<file path="src/rtl/reg_if_arbiter.sv">
// Two-requester arbiter onto a shared register bank.
// One pending slot per requester, alternating tie break, bounded wait.
module reg_if_arbiter #(
  parameter int unsigned TIMEOUT_CYC = 200
) (
  input  logic        clk_25m,
  input  logic        rst_n,
  input  logic        enable,
  input  logic        err_clr,
  input  logic [20:0] s0_addr,
  input  logic [15:0] s0_wdata,
  input  logic        s0_valid,
  input  logic        s0_we,
  output logic [15:0] s0_rdata,
  output logic        s0_ready,
  input  logic [20:0] s1_addr,
  input  logic [15:0] s1_wdata,
  input  logic        s1_valid,
  input  logic        s1_we,
  output logic [15:0] s1_rdata,
  output logic        s1_ready,
  output logic [20:0] m_addr,
  output logic [15:0] m_wdata,
  output logic        m_we,
  output logic        m_valid,
  input  logic [15:0] m_rdata,
  input  logic        m_ready,
  output logic        busy,
  output logic        err_timeout,
  output logic [1:0]  err_overflow
);

  typedef enum logic [1:0] {
    IDLE,
    ISSUE,
    WAIT
  } state_t;

  typedef struct packed {
    logic [20:0] addr;
    logic [15:0] wdata;
    logic        we;
  } req_t;

  localparam logic [7:0] LAST = 8'(TIMEOUT_CYC - 1);

  state_t      state, state_d;
  req_t        req  [2];
  req_t        slot [2];
  logic [15:0] rdata [2];
  logic [1:0]  valid, pend, cpl, rdy;
  logic [7:0]  cnt;
  logic        gnt, gnt_d, last;
  logic        done, abort, start;

  assign req[0] = {s0_addr, s0_wdata, s0_we};
  assign req[1] = {s1_addr, s1_wdata, s1_we};
  assign valid  = {s1_valid, s0_valid};

  always_comb begin
    state_d = state;
    gnt_d   = gnt;
    done    = 1'b0;
    abort   = 1'b0;
    unique case (state)
      IDLE: begin
        if (|pend) begin
          state_d = ISSUE;
          gnt_d   = (&pend) ? ~last : pend[1];
        end
      end
      ISSUE, WAIT: begin
        if (m_ready) begin
          done    = 1'b1;
          state_d = IDLE;
        end else if (cnt == LAST) begin
          abort   = 1'b1;
          state_d = IDLE;
        end else begin
          state_d = WAIT;
        end
      end
      default: state_d = IDLE;
    endcase
    // Flush overrides everything, including a completion this cycle
    if (!enable) begin
      state_d = IDLE;
      done    = 1'b0;
      abort   = 1'b0;
    end
  end

  assign start = (state == IDLE) && (state_d == ISSUE);
  assign cpl   = !(done | abort) ? 2'b00 :
                 (gnt ? 2'b10 : 2'b01);

  always_ff @(posedge clk_25m or negedge rst_n) begin
    if (!rst_n) state <= IDLE;
    else        state <= state_d;
  end

  always_ff @(posedge clk_25m or negedge rst_n) begin
    if (!rst_n) begin
      gnt          <= 1'b0;
      last         <= 1'b1;
      cnt          <= '0;
      rdy          <= '0;
      pend         <= '0;
      m_addr       <= '0;
      m_wdata      <= '0;
      m_we         <= 1'b0;
      err_timeout  <= 1'b0;
      err_overflow <= '0;
      for (int n = 0; n < 2; n++) begin
        slot[n]  <= '0;
        rdata[n] <= '0;
      end
    end else begin
      rdy <= '0;
      if (start) begin
        gnt     <= gnt_d;
        m_addr  <= slot[gnt_d].addr;
        m_wdata <= slot[gnt_d].wdata;
        m_we    <= slot[gnt_d].we;
        cnt     <= '0;
      end else if (state != IDLE) begin
        cnt <= cnt + 8'd1;
      end
      if (done | abort) begin
        rdy[gnt]   <= 1'b1;
        rdata[gnt] <= abort ? 16'hDEAD : m_rdata;
        last       <= gnt;
      end
      if (abort)        err_timeout <= 1'b1;
      else if (err_clr) err_timeout <= 1'b0;
      for (int n = 0; n < 2; n++) begin
        if (!enable) begin
          pend[n] <= 1'b0;
        end else if (valid[n] && (!pend[n] || cpl[n])) begin
          pend[n] <= 1'b1;
          slot[n] <= req[n];
        end else if (cpl[n]) begin
          pend[n] <= 1'b0;
        end
        if (enable && valid[n] && pend[n] && !cpl[n])
          err_overflow[n] <= 1'b1;
        else if (err_clr)
          err_overflow[n] <= 1'b0;
      end
    end
  end

  assign m_valid  = (state == ISSUE) && enable;
  assign busy     = (state != IDLE) || (|pend);
  assign s0_ready = rdy[0];
  assign s1_ready = rdy[1];
  assign s0_rdata = rdata[0];
  assign s1_rdata = rdata[1];

endmodule

</file>
<file path="config.mk">
export PLATFORM = sky130hd
export DESIGN_NAME = reg_if_arbiter
export DESIGN_NICKNAME = d
export VERILOG_FILES = /design/src/rtl/reg_if_arbiter.sv
export SDC_FILE = /design/constraint.sdc
export NUM_CORES = 1
export LEC_CHECK = 0
export ABC_AREA = 0
export ABC_CLOCK_PERIOD_IN_PS = 3600
export CORE_MARGIN = 2
export CORE_UTILIZATION = 40
export DETAILED_ROUTE_END_ITERATION = 10
export PLACE_DENSITY = 0.67
export SETUP_SLACK_MARGIN = 0.3
export SKIP_LAST_GASP = 1
export SLEW_MARGIN = 0
export SYNTH_ARGS = -nofsm -noshare
export SYNTH_HDL_FRONTEND = slang
export SYNTH_SLANG_ARGS = --single-unit
export TNS_END_PERCENT = 20
</file>
<file path="constraint.sdc">
create_clock -name clk_25m -period 3.6 [get_ports clk_25m]
set_clock_uncertainty 0.1 [all_clocks]
set_input_delay 0.36 -clock clk_25m [delete_from_list [all_inputs] [get_ports clk_25m]]
set_output_delay 0.36 -clock clk_25m [all_outputs]
set_load 0.005 [all_outputs]
</file>
==> impl_metrics.yaml <==
sta:
  fin_ws_ps: 881
  hold_viol_final: 0
  fin_crit_sh_pct: 75.5
  setup_viol: 0
  fmax_mhz: 368
  finalSetupTns_ps: 0
  rsz0062_at_grt: "false"
  finalCriticalPeriod_ps: 2720
  drv_slew: 0
  worst_pin_slew_ps: 957
  max_slew_margin_pct: 36.2
setup_path:
  crit_required_ps: 3800
  crit_chain: "inv_1, ha_1, a32o_2, buf_4, mux2_2, mux2_1"
  cp.arrival_ps: 2920
  start_kind: "register"
  endpoint_kind: "register"
  max_stage_delay_ps: 630
  reg2reg_from: "state[1]"
  path_max_fanout: 17
  crit_end: "m_wdata[13]"
  r2r_slack_ps: 880
  path_class: "register to register"
  ff2ff_path_depth: 6
  r2r_end: "m_wdata[13]"
  cp_slowest_cell: "a32o_2"
  cp-startpoint: "state[1]"
floorplan:
  core_um2: 17300
  die_h_um: 137
  num_rows: 48
  die-area_um2: 18700
  io-pin-count: 176
  die_w_um: 137
  start_util_pct: 40.8
synth:
  synth_xor_area_share_pct: 0.124
  ys_ff_latch: 165
  synth_fa_ha_area_share_pct: 0.709
  synth_compound_area_share_pct: 6.72
  yosysWarnings: 0
  synthSimpleGateAreaFrac_pct: 3.39
  syn-num-nets: 562
  synth_top_area_share_pct: 58.2
  synth.most_common_cell: "dfrtp_1"
  synth.mux.area_fraction_pct: 27.5
  synth_edf_count: 0
  synthCells: 459
  yosys-top-cells-area: "dfrtp_1 58%, mux2_2 14%, mux2_4 12%, o22a_1 2.7%, buf_6 1.6%"
  ys_async_sr_fraction_pct: 100
  synthTopCellsByCount: "164 x dfrtp_1, 86 x mux2_2, 58 x mux2_4"
  ys_types: 39
  yosysSeqAreaShare_pct: 58.5
  syn_avg_cell_area_um2: 15.4
  netlist_area_um2: 7060
  synth_ff_type: "dfrtp_1"
  synth_top_family_by_area: "multiplexers"
  synth_top_cell_by_area: "dfrtp_1"
pwr:
  peakVddDrop_v: 0.000354
  powerDensity_nw_per_um2: 728
  leakage_uw: 0.00416
  finalPower_uw: 6960
global_route:
  grtUsageTotal_pct: 17.6
  grt_pass1_vias: 4793
  antenna_found_initial: 0
  grt_max_degree: 104
  grt-ovfl-total: 0
  grt_pass1_wl_mm: 25.2
placement:
  post-place-ws_ps: 721
  place_congestion: 0.802
  io_buffers: 175
  dpl.hpwl_mm: 10.5
flow_run:
  maxCapViolCount: 0
cts:
  cts_tree: "built"
  numCtsBuffers: 17
  cts.sinks: 165
  htree_levels: 4
  cts_buffer_depth: 2
  insertion_delay_ps: 420
  clk_pin_slew_ps: 60
  root_buffer: "clkbuf_16"
route:
  wirelength_mm: 15.7
  drt_iter0_drc: 139
  vias_per_cell: 5.02
  drtPass1Iterations: 4
  drtAntennaViolNets: 0
  avgRoutedWirePerCell_um: 17.9
  vias: 4390
  drc_errors: 0
cells_and_area:
  diodes: 0
  drive_above_1_share_pct: 29.7
  post-route-util_pct: 55.3
  fill_cells: 1392
  area_delta_synth_final_pct: 35.6
  fin_nets: 739
outcome:
  status: "complete, no violations"
worst_hold_path:
  whs_path_depth: 2
  hold_path.class: "register to register"
==> worst min path at each step <==
stage / end / slack [ps] / start
3_5_place_dp: last / 370 / last
5_1_grt: m_addr[10] / 410 / m_addr[10]
3_3_place_gp: last / 380 / last
2_1_floorplan: cnt[0] / -40 / rst_n
4_1_cts: last / 380 / last
6_report: last / 380 / last
==> worst max-delay path, delay by kind of cell (launching register included) <==
family          cells  cell delay (ps)
mux                 2              660
compound gates      1              630
buf+inv             2              430
flops               1              400
fa+ha+maj           1              380
==> registers in the layout, indices dropped and copies added (netlist names), 8 cells and up <==
| signal | flops |
|---|---|
| slot | 76 |
| m_addr | 21 |
| m_wdata | 16 |
| s0_rdata | 16 |
| s1_rdata | 16 |
| cnt | 8 |
==> per-stage QoR <==
stage	area, um2	hold WS [ps]	instances
global placement	9030	378	841
finish	9570	381	874
detailed placement	9030	375	841
CTS	9570	382	874
global route	9570	414	874
floorplan	7060	-35.6	459
==> timing repair <==
item / CTS / global route
hold buffers: 1 / 0
setup buffers: 0 / 0
endpoints found under the hold margin: 11 / 0
gates resized for setup: 0 / 0
==> power by group <==
| group | switching [uW] | total, uW | internal, uW |
|---|---|---|---|
| logic | 743 | 2420 | 1680 |
| registers | 388 | 2900 | 2510 |
| clock network | 755 | 1640 | 889 |
| total | 1890 | 6960 | 5080 |
==> cells by family (layout without fill, tap and decap cells) <==
logic type                 count (synthesis)  after routing
adders and majority gates                  4              4
xor gates and xnor gates                   1              1
AOI/OAI and AO/OA                         59             59
buffers and inverters                     31            221
muxes                                    153            153
and+or+nand+nor                           46             46
DFF                                      165            165
==> final cells by class <==
class,instances,area (um2),area share [%]
clock inverter,14,103,1.07
tap,225,282,2.94
inverter,7,26.3,0.275
sequential,165,4130,43.2
clock buffer,18,429,4.48
timing repair buffer,182,1860,19.4
multi-input combinational,263,2740,28.7
==> metal layers <==
layer | vias to the layer above | part of all wire [%] | global-route usage [%]
met3 | 12 | 7.3 | 6.04
met1 | 2215 | 44 | 22.3
met2 | 141 | 48 | 28.6
met5 | - | 0 | 0
met4 | 0 | 0.91 | 5.04
li1 | 2022 | - | -
==> cell usage in the layout (no fill, tap or decap), types with 5 or more instances in the layout <==
cell	instances
clkdlybuf4s50_1	174
dfrtp_1	164
mux2_2	86
mux2_4	58
o22a_1	22
nand2_1	20
clkbuf_16	17
a22o_1	11
o21ai_0	11
mux2_1	9
inv_1	7
clkinv_2	5
inv_6	5
Power figures use the tool's default switching activity.
